**src/rtl/mem_pair_sched_pkg.sv**
```systemverilog
// Shared types and encodings for the dual-slot memory scheduler.
package mem_pair_sched_pkg;

  typedef logic [2:0] state_t;

  localparam state_t S_IDLE  = 3'd0;
  localparam state_t S_REQ1  = 3'd1;
  localparam state_t S_WAIT1 = 3'd2;
  localparam state_t S_REQ2  = 3'd3;
  localparam state_t S_WAIT2 = 3'd4;
  localparam state_t S_DRAIN = 3'd5;

  localparam logic [1:0] SZ_BYTE = 2'd0;
  localparam logic [1:0] SZ_HALF = 2'd1;
  localparam logic [1:0] SZ_WORD = 2'd2;

endpackage

```
**src/rtl/mem_pair_sched_slot.sv**
```systemverilog
// Holds one slot's request fields from launch until the request is issued.
module mem_slot_latch #(
  parameter int unsigned DATA_W = 32
) (
  input  logic              clk,
  input  logic              resetn,
  input  logic              load,
  input  logic              wen,
  input  logic [1:0]        size,
  input  logic [3:0]        wstrb,
  input  logic [DATA_W-1:0] addr,
  input  logic [DATA_W-1:0] wdata,
  output logic              wen_q,
  output logic [1:0]        size_q,
  output logic [3:0]        wstrb_q,
  output logic [DATA_W-1:0] addr_q,
  output logic [DATA_W-1:0] wdata_q
);

  always_ff @(posedge clk or negedge resetn) begin
    if (!resetn) begin
      wen_q   <= 1'b0;
      size_q  <= 2'd0;
      wstrb_q <= 4'd0;
      addr_q  <= '0;
      wdata_q <= '0;
    end else if (load) begin
      wen_q   <= wen;
      size_q  <= size;
      wstrb_q <= wstrb;
      addr_q  <= addr;
      wdata_q <= wdata;
    end
  end

endmodule

```
**src/rtl/mem_pair_sched.sv**
```systemverilog
// Issues the two E-stage memory slots in order over one req/addr_ok/data_ok port.
module mem_pair_sched
  import mem_pair_sched_pkg::*;
#(
  parameter int unsigned DATA_W = 32
) (
  input  logic              clk,
  input  logic              resetn,
  input  logic              E_valid,
  input  logic              E_mem_en1,
  input  logic              E_mem_en2,
  input  logic              E_mem_wen1,
  input  logic              E_mem_wen2,
  input  logic [1:0]        E_mem_size1,
  input  logic [1:0]        E_mem_size2,
  input  logic [3:0]        E_mem_wstrb1,
  input  logic [3:0]        E_mem_wstrb2,
  input  logic [DATA_W-1:0] E_mem_addr1,
  input  logic [DATA_W-1:0] E_mem_addr2,
  input  logic [DATA_W-1:0] E_mem_wdata1,
  input  logic [DATA_W-1:0] E_mem_wdata2,
  input  logic              E_exp1,
  input  logic              E_exp2,
  input  logic              M_flush,
  output logic              mem_req,
  output logic              mem_wr,
  output logic [1:0]        mem_size,
  output logic [3:0]        mem_wstrb,
  output logic [DATA_W-1:0] mem_addr,
  output logic [DATA_W-1:0] mem_wdata,
  input  logic              mem_addr_ok,
  input  logic              mem_data_ok,
  input  logic [DATA_W-1:0] mem_rdata,
  output logic              E_stall,
  output logic              M_done,
  output logic [DATA_W-1:0] M_rdata1,
  output logic [DATA_W-1:0] M_rdata2
);

  state_t state_q, state_d;
  logic sel1, sel2, start;
  logic sel2_q;
  logic done_d;
  logic [DATA_W-1:0] rdata1_d, rdata2_d;

  logic              s1_wen, s2_wen;
  logic [1:0]        s1_size, s2_size;
  logic [3:0]        s1_wstrb, s2_wstrb;
  logic [DATA_W-1:0] s1_addr, s2_addr, s1_wdata, s2_wdata;

  // An exception in slot 1 also kills slot 2, which is younger.
  assign sel1  = E_mem_en1 & ~E_exp1 & ~M_flush;
  assign sel2  = E_mem_en2 & ~E_exp1 & ~E_exp2 & ~M_flush;
  assign start = (state_q == S_IDLE) & E_valid & ~M_done & (sel1 | sel2);

  assign E_stall = start | (state_q != S_IDLE);

  mem_slot_latch #(.DATA_W(DATA_W)) u_slot1 (
    .clk     (clk),
    .resetn  (resetn),
    .load    (start),
    .wen     (E_mem_wen1),
    .size    (E_mem_size1),
    .wstrb   (E_mem_wstrb1),
    .addr    (E_mem_addr1),
    .wdata   (E_mem_wdata1),
    .wen_q   (s1_wen),
    .size_q  (s1_size),
    .wstrb_q (s1_wstrb),
    .addr_q  (s1_addr),
    .wdata_q (s1_wdata)
  );

  mem_slot_latch #(.DATA_W(DATA_W)) u_slot2 (
    .clk     (clk),
    .resetn  (resetn),
    .load    (start),
    .wen     (E_mem_wen2),
    .size    (E_mem_size2),
    .wstrb   (E_mem_wstrb2),
    .addr    (E_mem_addr2),
    .wdata   (E_mem_wdata2),
    .wen_q   (s2_wen),
    .size_q  (s2_size),
    .wstrb_q (s2_wstrb),
    .addr_q  (s2_addr),
    .wdata_q (s2_wdata)
  );

  always_comb begin
    mem_req   = 1'b0;
    mem_wr    = 1'b0;
    mem_size  = 2'd0;
    mem_wstrb = 4'd0;
    mem_addr  = '0;
    mem_wdata = '0;
    if (state_q == S_REQ1) begin
      mem_req   = ~M_flush;
      mem_wr    = s1_wen;
      mem_size  = s1_size;
      mem_wstrb = s1_wstrb;
      mem_addr  = s1_addr;
      mem_wdata = s1_wdata;
    end else if (state_q == S_REQ2) begin
      mem_req   = ~M_flush;
      mem_wr    = s2_wen;
      mem_size  = s2_size;
      mem_wstrb = s2_wstrb;
      mem_addr  = s2_addr;
      mem_wdata = s2_wdata;
    end
  end

  always_comb begin
    state_d  = state_q;
    done_d   = 1'b0;
    rdata1_d = M_rdata1;
    rdata2_d = M_rdata2;
    case (state_q)
      S_IDLE: if (start) state_d = sel1 ? S_REQ1 : S_REQ2;
      S_REQ1: begin
        if (M_flush)          state_d = S_IDLE;
        else if (mem_addr_ok) state_d = S_WAIT1;
      end
      S_WAIT1: begin
        // A response arriving with the flush has nothing left to drain.
        if (M_flush) begin
          state_d = mem_data_ok ? S_IDLE : S_DRAIN;
        end else if (mem_data_ok) begin
          if (!s1_wen) rdata1_d = mem_rdata;
          if (sel2_q) begin
            state_d = S_REQ2;
          end else begin
            state_d = S_IDLE;
            done_d  = 1'b1;
          end
        end
      end
      S_REQ2: begin
        if (M_flush)          state_d = S_IDLE;
        else if (mem_addr_ok) state_d = S_WAIT2;
      end
      S_WAIT2: begin
        if (M_flush) begin
          state_d = mem_data_ok ? S_IDLE : S_DRAIN;
        end else if (mem_data_ok) begin
          if (!s2_wen) rdata2_d = mem_rdata;
          state_d = S_IDLE;
          done_d  = 1'b1;
        end
      end
      S_DRAIN: if (mem_data_ok) state_d = S_IDLE;
      default: state_d = S_IDLE;
    endcase
  end

  always_ff @(posedge clk or negedge resetn) begin
    if (!resetn) begin
      state_q  <= S_IDLE;
      sel2_q   <= 1'b0;
      M_done   <= 1'b0;
      M_rdata1 <= '0;
      M_rdata2 <= '0;
    end else begin
      state_q  <= state_d;
      M_done   <= done_d;
      M_rdata1 <= rdata1_d;
      M_rdata2 <= rdata2_d;
      if (start) sel2_q <= sel2;
    end
  end

endmodule
```
**config.mk**
```make
export PLATFORM = sky130hd
export DESIGN_NAME = mem_pair_sched
export DESIGN_NICKNAME = d
export VERILOG_FILES = /design/src/rtl/mem_pair_sched_pkg.sv /design/src/rtl/mem_pair_sched_slot.sv /design/src/rtl/mem_pair_sched.sv
export SDC_FILE = /design/constraint.sdc
export NUM_CORES = 1
export LEC_CHECK = 0
export CORE_ASPECT_RATIO = 0.75
export CORE_MARGIN = 1.5
export CORE_UTILIZATION = 45
export DETAILED_ROUTE_END_ITERATION = 7
export MAX_ROUTING_LAYER = met4
export PLACE_DENSITY = 0.91
export SLEW_MARGIN = 15
export SYNTH_ARGS = -nofsm -noshare
export SYNTH_HDL_FRONTEND = slang
export SYNTH_SLANG_ARGS = --single-unit
```
**constraint.sdc**
```tcl
create_clock -name clk -period 2.33 [get_ports clk]
set_input_delay 0.3495 -clock clk [delete_from_list [all_inputs] [get_ports clk]]
set_output_delay 0.3495 -clock clk [all_outputs]
set_load 0.05 [all_outputs]
```
After elaboration in Yosys (flattened, before gate mapping)
Cells that the tools add are included.
- flip-flop bits (word level): 211
- latch bits: 0
- RAM bits: 0
- ROM bits: 0
- logic and storage cells: 76
- memories kept: 0
- $add $sub $neg: 0
- $mul: 0
- divide/modulo/power cells: 0
- magnitude comparators: 0
- eq/ne operators: 9
- shift-type cells: 0
- muxes and demuxes: 31
- bitwise operators: 16
- reduce and logical (&&, ||, !) cells: 5
- operators by type and width (kind ; number):
    2-to-1 mux 32 bit ; 4
    2-to-1 mux 3 bit ; 10
    case mux 3 bit (6 select lines) ; 1
    AND reduction 4 bit ; 3
    2-to-1 mux 1 bit ; 9
    != test 3 bit (second input constant) ; 3
    bitwise AND 1 bit ; 8
    2-to-1 mux 2 bit ; 4
    2-to-1 mux 4 bit ; 2
    equality test 3 x 2 -> 1 bit (second input constant) ; 2
    equality test 3 bit (second input constant) ; 2
    inverter 1 bit ; 6
    equality test 3 x 1 -> 1 bit (second input constant) ; 1
    zero test 3 bit ; 1
    nonzero test 3 bit ; 1
    != test 2 bit (second input constant) ; 1
    OR 1 bit ; 2
    case mux 1 bit (2 select lines) ; 1

Depth between registers and ports, before layout
Gate-level depths: netlist (run 1).
- depth in word-level cells: 8
- mapped depth: 7

Modules after synthesis
A second synthesis (run 1) with hierarchy kept.
- cell total of the unflattened synthesis: 575
- area total of the unflattened synthesis: 9763.1 sq um
- modules (own cells, without submodules) (module ; times used ; cells an instance ; area an instance (sq um)):
    mem_slot_latch ; 2 ; 150 ; 2990.4
    mem_pair_sched ; 1 ; 275 ; 3782.4

Worst setup path before layout (run 1)
No wires, ideal clock.
- kind: register to output
- start point: reg state_q[2]
- end point: out mem_addr[0]
- arrival time: 1.692 ns
- data required time: 1.980 ns
- path slack: 0.288 ns
- cell stages (with the launch flop): 5
- buffers on the path: 1
- cells stage by stage: dfrtp_1 nand2b_1 nor2_1 clkbuf_1 a22o_1
- longest elaborated chain between the ends: 3
- elaborated cells on any way between the ends: 4
- classes of those cells: eq/ne: 2; mux: 2
- ends and longest elaborated chain (element ; RTL line ; RTL):
    start, declared ; mem_pair_sched.sv:40 ; state_t state_q, state_d;
    start signal, assigned ; mem_pair_sched.sv:165 ; state_q <= state_d;
    equality test 3 x 2 -> 1 bit ; mem_pair_sched.sv:104 ; end else if (state_q == S_REQ2) begin
    2-to-1 mux 32 bit ; mem_pair_sched.sv:104 ;
    2-to-1 mux 32 bit * ; mem_pair_sched.sv:97 ; if (state_q == S_REQ1) begin
    end, declared ; mem_pair_sched.sv:29 ; output logic [DATA_W-1:0] mem_addr,
Mark *: on every way between the ends. The rest lies on a longest branch, timed or not.

Worst setup path in the final report (run 1)
- start point: reg state_q[2]
- end point: out mem_addr[16]
Same word-level chain as after synthesis.

==> results of run 1 <==
timing repair:
action                                  in CTS  in global routing
endpoints found under the setup margin      72                 47
setup buffers                                6                  0
hold buffers                                 1                  0
gates resized for setup                     15                 23
cloned                                       7                  0
endpoints found under the hold margin       57                  0
pin swaps                                    6                  5
path summary, 6_finish.rpt:
kind                       cells past startpoint       startpoint  slack, ps                  to
max                                            6       state_q[2]         -6        mem_addr[16]
min                                            2           resetn        410  u_slot2.addr_q[28]
max reg2reg                                    5           M_done        440  u_slot1.wdata_q[8]
min reg2reg                                    1      M_rdata1[2]        500         M_rdata1[2]
max in group asynchronous                      3           resetn       1190         M_rdata1[6]
min in group clk                               2  E_mem_addr2[29]        460  u_slot2.addr_q[29]
power by group through the flow:
stage / clock [mW] / combinational, mW / sequential, mW
final: 3.25 / 13.4 / 6.68
after global routing: 3.47 / 13.8 / 6.85
after CTS: 3.32 / 13.1 / 6.55
after detailed placement: 0 / 12.3 / 6.53
after global placement: 0 / 12.1 / 6.40
after floorplan: 0 / 5.31 / 8.17
flip-flops by register name, indices dropped and copies added (netlist names):
| signal | cells |
|---|---|
| u_slot2.wdata_q | 32 |
| u_slot2.addr_q | 32 |
| M_rdata1 | 32 |
| u_slot2.wstrb_q | 4 |
| M_done | 1 |
| u_slot1.wstrb_q | 4 |
| u_slot1.size_q | 2 |
| sel2_q | 1 |
| u_slot2.size_q | 2 |
| M_rdata2 | 32 |
| u_slot1.wen_q | 1 |
| state_q | 3 |
| u_slot1.wdata_q | 32 |
| u_slot2.wen_q | 1 |
| u_slot1.addr_q | 32 |
cell usage in the layout (no fill, tap or decap), types with 2 or more instances in the layout:
master / instances
sky130_fd_sc_hd__a211oi_1: 2
sky130_fd_sc_hd__nor2_4: 2
sky130_fd_sc_hd__buf_12: 84
sky130_fd_sc_hd__mux2_2: 125
sky130_fd_sc_hd__mux2_1: 2
sky130_fd_sc_hd__nand2_1: 2
sky130_fd_sc_hd__nor3_1: 3
sky130_fd_sc_hd__buf_4: 11
sky130_fd_sc_hd__dfrtp_2: 2
sky130_fd_sc_hd__a21oi_1: 2
sky130_fd_sc_hd__dfrtp_1: 209
sky130_fd_sc_hd__clkbuf_16: 21
sky130_fd_sc_hd__mux2_4: 80
sky130_fd_sc_hd__or3_1: 2
sky130_fd_sc_hd__clkbuf_8: 5
sky130_fd_sc_hd__nor2_1: 4
sky130_fd_sc_hd__clkbuf_1: 5
sky130_fd_sc_hd__clkdlybuf4s50_1: 247
sky130_fd_sc_hd__clkinv_2: 2
sky130_fd_sc_hd__buf_16: 7
sky130_fd_sc_hd__a22o_1: 46
sky130_fd_sc_hd__a22o_4: 26
sky130_fd_sc_hd__nand2b_1: 4
cell type report:
type                            instances  area [um2]
Sequential cell                       211        5280
Fill cell                            1109        5070
Timing Repair Buffer                  351        4450
Multi-Input combinational cell        317        3780
Clock buffer                           30         599
Tap cell                              253         317
Clock inverter                          3        40.0
Inverter                                1        3.75
cell families (layout without fill, tap and decap cells):
group                  count (synthesis)  in the layout  share of synthesized area, %
AND/OR/NAND/NOR                       25             25                          1.72
multiplexers                         208            208                          29.2
flip-flops                           211            211                          58.4
AO/OA/AOI/OAI                         84             84                          7.99
buffers and inverters                 41            385                          2.64
routing by layer:
| layer | up-vias | wire length [um] | track usage (%) | share of wire (%) |
|---|---|---|---|---|
| li1 | 2769 | - | - | - |
| met2 | 301 | 14100 | 45.9 | 50 |
| met3 | 51 | 2270 | 7.07 | 8.1 |
| met5 | - | 0 | - | 0 |
| met1 | 3305 | 11000 | 32.9 | 39 |
| met4 | 0 | 640 | 6.58 | 2.3 |
stage by stage:
stage | area, um2 | utilization [%]
detailed placement | 13300 | 68.2
global route | 14500 | 74.1
floorplan | 9040 | -
CTS | 14300 | 73.0
finish | 14500 | 74.1
global placement | 13300 | 68.2
critical path: cells and delay by family (launching register included):
kind / cells / cell delay, ps
buf+inv: 3 / 510
compound gates: 1 / 240
simple gates: 2 / 340
flops: 1 / 410
==> run summary, run 1 <==
===============================================================================================
TritonCTS clock tree .............................................................        built
Post-route minimum period ........................................................      2340 ps
Placer's final routability congestion estimate ...................................        0.829
Detailed-routing iteration count for the pre-antenna-repair pass .................            8
Clock latency reported for the late side of the worst-skew pair ..................       490 ps
Worst-path cell chain ............................................................ nand2b_4, nor2_4, buf_12, buf_16, a22o_1, buf_12
Endpoints failing hold ...........................................................            0
Top flip-flop cell by instance count after synthesis ............................. sky130_fd_sc_hd__dfrtp_1
Synthesis-to-finish area growth ..................................................        60.1%
Maximum clock insertion buffer count .............................................            3
Count of different cell masters after synthesis ..................................           32
Internal .........................................................................      13.7 mW
HPWL reported at the end of detailed placement ...................................      17.5 mm
Combinational cell fraction of total power .......................................        57.4%
Pwr Density ......................................................................  1610 nW/um2
DR DRC count .....................................................................           22
Non-filler instance count after layout ...........................................        1,166
Number of setup violations in the final report ...................................            1
Total global routing overflow ....................................................            0
Combined global-route utilization of all metal layers ............................        27.2%
Number of I/O port buffers .......................................................          321
Net count reported at finish .....................................................        1,087
CP max stage cell ................................................................ sky130_fd_sc_hd__dfrtp_2
Clock input transition at the sequential cells of the worst setup and hold paths .        60 ps
Category of the worst setup path capture point ................................... primary output
Async SR Flop Fraction ...........................................................         100%
Portion of total power attributed to sequential cells ............................        28.7%
Core region area .................................................................   19,500 um2
Final cycle utilization of the critical path .....................................         100%
Maximum VDD drop .................................................................     0.967 mV
Slew Viols, Final ................................................................            0
Relative slew margins ............................................................        60.0%
Worst Setup Path Type ............................................................ register to primary output
CTS HTree Levels .................................................................            1
Worst-case setup margin in the final layout ......................................     -5.76 ps
Via count of the first global-routing pass .......................................        7,140
Biggest area contributors in the synthesized netlist ............................. sky130_fd_sc_hd__dfrtp_1 58%, sky130_fd_sc_hd__mux2_2 16%, sky130_fd_sc_hd__mux2_4 13%
Antenna violations before repair .................................................            0
Number of warning messages in the yosys log ......................................            0
Clock power frac .................................................................        14.0%
Failing checks ................................................................... design-rule violations, negative setup slack
Vert. Die Dim ....................................................................       126 um
Switching power ..................................................................      9.62 mW
Post-synth EDFFs .................................................................            0
Worst setup slack before clock tree synthesis ....................................      10.3 ps
Global-route wire length before repair ...........................................      42.3 mm
Horizontal extent of the die .....................................................       167 um
Library cell with the highest instance count after synthesis ..................... sky130_fd_sc_hd__dfrtp_1
Max Clock Skew ...................................................................      17.1 ps
Number of I/O pins ...............................................................          322
Startpoint type of the worst setup path ..........................................     register
Run status ....................................................................... finished with violations
Average detailed-routed wire length per instance .................................      24.0 um
Maximum fanout along the worst path ..............................................           18
Fraction of the yosys area taken by sequential cells .............................        58.4%
Share of post-route cells with drive strength above 1 ............................        40.7%
Pin count of the biggest net entering global routing .............................           95
Fmax .............................................................................    0.428 GHz
Clk sink count ...................................................................          211
Power after layout ...............................................................      23.3 mW
Post-synthesis instance area .....................................................     9040 um2
Largest area contributor in the synthesized netlist .............................. sky130_fd_sc_hd__dfrtp_1
Antenna Cells ....................................................................            0
Max-capacitance violation count ..................................................            0
Synth cell count leaders ......................................................... 211 x sky130_fd_sc_hd__dfrtp_1, 125 x sky130_fd_sc_hd__mux2_2, 80 x sky130_fd_sc_hd__mux2_4
Req. time, crit path .............................................................      1980 ps
Critical path data arrival time ..................................................      1990 ps
Number of design-rule violations left by the first detailed-router iteration .....          397
Wirelength, routed ...............................................................      28.0 mm
Sw Share .........................................................................        41.3%
Number of nets with antenna violations after detailed routing ....................            0
Total Die Area ...................................................................   21,000 um2
Cell at the root of the clock tree ............................................... sky130_fd_sc_hd__clkbuf_16
Initial Utilization ..............................................................        46.2%
Share of the synthesized area in the top cell type ...............................        58.4%
Post-Syn Area per Cell ...........................................................     15.9 um2
Total of flip-flops plus latches after synthesis .................................          211
Setup repair after global routing missed its margin ..............................          yes
Number of buffers inserted during clock tree synthesis ...........................           21
Syn_nets .........................................................................          753
Total instance count after detailed placement ....................................        1,119
Routed vias/inst .................................................................         5.51
Dominant cell type by count on the critical path ................................. sky130_fd_sc_hd__buf_12
Worst-margin pin slew ............................................................       601 ps
Number of core rows ..............................................................           44
Cells after Synth ................................................................          569
Delay contributed by the slowest stage of the critical path ......................       410 ps
Aggregate negative setup slack ...................................................     -5.76 ps
Worst hold slack after final layout ..............................................       414 ps
Worst min path class ............................................................. input pin to async pin
Total number of vias .............................................................        6,426
Leakage power ....................................................................      6.63 nW
===============================================================================================
(Power assumes the default switching activity.)
==> inputs of run 2 (changes only) <==
--- a/config.mk
+++ b/config.mk
@@ -5,6 +5,7 @@
 export SDC_FILE = /design/constraint.sdc
 export NUM_CORES = 1
 export LEC_CHECK = 0
+export CAP_MARGIN = 5
 export CORE_ASPECT_RATIO = 0.75
 export CORE_MARGIN = 1.5
 export CORE_UTILIZATION = 45
==> results of run 2 <==
Same layout as run 1: the final DEF is identical, and so are final timing and power.
==> inputs of run 3 (changes only) <==
--- a/config.mk
+++ b/config.mk
@@ -7,7 +7,7 @@
 export LEC_CHECK = 0
 export CAP_MARGIN = 5
 export CORE_ASPECT_RATIO = 0.75
-export CORE_MARGIN = 1.5
+export CORE_MARGIN = 4
 export CORE_UTILIZATION = 45
 export DETAILED_ROUTE_END_ITERATION = 7
 export MAX_ROUTING_LAYER = met4
==> run summary, run 3 (synthesized netlist as in run 1, its figures left out) <==
===============================================================================================
Fmax .............................................................................    0.431 GHz   was 0.428 GHz
Cells on worst reg2reg path ......................................................            5   unchanged
Number of I/O port buffers .......................................................          321   unchanged
Max Clock Skew ...................................................................      12.7 ps   was 17.1 ps
Worst min path class ............................................................. input pin to async pin   unchanged
Timing endpoint of the critical path ............................................. mem_wdata[30]   was mem_addr[16]
Startpoint of the worst-slack reg-to-reg timing path .............................   state_q[0]   was M_done
Initial Utilization ..............................................................        46.2%   unchanged
R2R Path End ..................................................................... u_slot2.wdata_q[4]   was u_slot1.wdata_q[8]
DR DRC count .....................................................................            0   was 22
Total number of vias .............................................................        6,383   was 6,426
Area of the multi-input gates ....................................................     3890 um2   was 3780 um2
Req. time, crit path .............................................................      1980 ps   about the same
Number of nets with antenna violations after detailed routing ....................            0   unchanged
CTS HTree Levels .................................................................            1   unchanged
Aggregate negative setup slack ...................................................         0 ps   was -5.76 ps
Max-capacitance violation count ..................................................            0   unchanged
Clk sink count ...................................................................          211   unchanged
Wirelength, routed ...............................................................      28.9 mm   was 28.0 mm
Final cycle utilization of the critical path .....................................        99.5%   was 100%
Post-place instance area .........................................................   13,300 um2   about the same
Maximum fanout along the worst path ..............................................           24   was 18
Worst-case setup margin in the final layout ......................................      11.4 ps   was -5.76 ps
Maximum VDD drop .................................................................      1.05 mV   was 0.967 mV
Number of core rows ..............................................................           44   unchanged
Run status ....................................................................... finished clean   was finished with violations
Startpoint of the worst setup timing path ........................................   state_q[2]   unchanged
Non-filler instance count after layout ...........................................        1,177   was 1,166
Vert. Die Dim ....................................................................       131 um   was 126 um
Antenna violations before repair .................................................            1   was 0
Relative slew margins ............................................................        62.6%   was 60.0%
Leading cell type in the layout, fill and taps excluded .......................... sky130_fd_sc_hd__clkdlybuf4s50_1   unchanged
Horizontal extent of the die .....................................................       172 um   was 167 um
Share of post-route cells with drive strength above 1 ............................        43.2%   was 40.7%
Register cell area after layout ..................................................     5280 um2   unchanged
Clock input transition at the sequential cells of the worst setup and hold paths .        70 ps   was 60 ps
Pin count of the biggest net entering global routing .............................           67   was 95
Slew Viols, Final ................................................................            0   unchanged
Total Die Area ...................................................................   22,400 um2   was 21,000 um2
Filler Cells Inserted ............................................................        1,070   was 1,109
Worst setup slack before clock tree synthesis ....................................     -3.89 ps   was 10.3 ps
Worst hold slack after final layout ..............................................       360 ps   was 414 ps
Average detailed-routed wire length per instance .................................      24.6 um   was 24.0 um
Worst-margin pin slew ............................................................       560 ps   was 601 ps
Synthesis-to-finish area growth ..................................................        63.5%   was 60.1%
Leakage power ....................................................................      6.79 nW   was 6.63 nW
Setup repair after global routing missed its margin ..............................          yes   unchanged
Reg-to-reg setup timing slack ....................................................       280 ps   was 440 ps
Placer's final routability congestion estimate ...................................        0.786   was 0.829
Total instance count after detailed placement ....................................        1,122   was 1,119
Commonest cells after routing, fill and taps aside ............................... 247 x sky130_fd_sc_hd__clkdlybuf4s50_1, 209 x sky130_fd_sc_hd__dfrtp_1, 125 x sky130_fd_sc_hd__mux2_2   unchanged
Number of design-rule violations left by the first detailed-router iteration .....          379   was 397
Combined global-route utilization of all metal layers ............................        24.0%   was 27.2%
Post-route minimum period ........................................................      2320 ps   was 2340 ps
Clock latency reported for the late side of the worst-skew pair ..................       500 ps   was 490 ps
TritonCTS clock tree .............................................................        built   unchanged
Number of setup violations in the final report ...................................            0   was 1
Core region area .................................................................   19,500 um2   unchanged
Number of buffers inserted during clock tree synthesis ...........................           22   was 21
Startpoint type of the worst setup path ..........................................     register   unchanged
Final standard cell area without fillers .........................................   14,800 um2   was 14,500 um2
HPWL reported at the end of detailed placement ...................................      18.4 mm   was 17.5 mm
Detailed-routing iteration count for the pre-antenna-repair pass .................            4   was 8
Net count reported at finish .....................................................        1,092   was 1,087
Total global routing overflow ....................................................            0   unchanged
Maximum clock insertion buffer count .............................................            3   unchanged
Global-route wire length before repair ...........................................      40.2 mm   was 42.3 mm
Endpoints failing hold ...........................................................            0   unchanged
Pwr Density ......................................................................  1630 nW/um2   was 1610 nW/um2
Cell at the root of the clock tree ............................................... sky130_fd_sc_hd__clkbuf_16   unchanged
Category of the worst setup path capture point ................................... primary output   unchanged
Via count of the first global-routing pass .......................................        6,847   was 7,140
Number of I/O pins ...............................................................          322   unchanged
Critical path data arrival time ..................................................      1970 ps   was 1990 ps
Worst Setup Path Type ............................................................ register to primary output   unchanged
Routed vias/inst .................................................................         5.42   was 5.51
===============================================================================================
## run 3: worst max-delay path: stages (launching register included)
cell	delay, ps
sky130_fd_sc_hd__dfrtp_2	400
sky130_fd_sc_hd__nand2b_4	170
sky130_fd_sc_hd__nor2_4	130
sky130_fd_sc_hd__buf_12	150
sky130_fd_sc_hd__buf_16	180
sky130_fd_sc_hd__a22o_1	250
sky130_fd_sc_hd__buf_12	160
## run 3: power by group
| part | switching, mW | total [mW] | internal [mW] |
|---|---|---|---|
| clock | 1.50 | 3.87 | 2.37 |
| combinational | 6.99 | 13.5 | 6.52 |
| sequential | 1.27 | 6.71 | 5.44 |
| total | 9.76 | 24.1 | 14.3 |
## run 3: worst min-delay path by stage
stage | start | to | slack, ps | cells after the start
6_report | resetn | u_slot2.addr_q[26] | 360 | 2
5_1_grt | resetn | u_slot1.wdata_q[4] | 410 | 2
4_1_cts | resetn | u_slot2.addr_q[26] | 370 | 2
3_3_place_gp | resetn | u_slot2.addr_q[29] | 340 | 1
2_1_floorplan | resetn | M_done | 50 | 0
3_5_place_dp | resetn | u_slot2.addr_q[26] | 340 | 1
## run 3: what timing repair did
item | in CTS | in global routing
gates cloned | 3 | 5
endpoints found under the setup margin | 71 | 60
setup buffers | 4 | 2
hold buffers | 1 | 0
hold endpoints to repair | 47 | 0
resized for setup | 20 | 31
pin swaps | 3 | 5
## run 3: metal layers
metal	GRT usage, %	part of all wire, %	up-vias
met5	-	0	-
met4	6.80	2.5	0
met3	8.54	9.1	47
met2	40.7	50	271
met1	27.2	39	3264
li1	-	-	2801
## run 3: stage by stage
step | total power [mW] | util, %
detailed placement | 18.9 | 68.2
global placement | 18.5 | 68.2
finish | 24.1 | 75.6
floorplan | 13.5 | -
CTS | 23.4 | 73.6
global route | 24.9 | 75.6
## run 3: layout make-up
type	count	share of cell area [%]
Inverter	1	0.0254
Timing Repair Buffer	355	30.3
Sequential cell	211	35.7
Multi-Input combinational cell	317	26.3
Antenna cell	2	0.0339
Clock buffer	28	4.29
Tap cell	253	2.14
Clock inverter	10	1.11
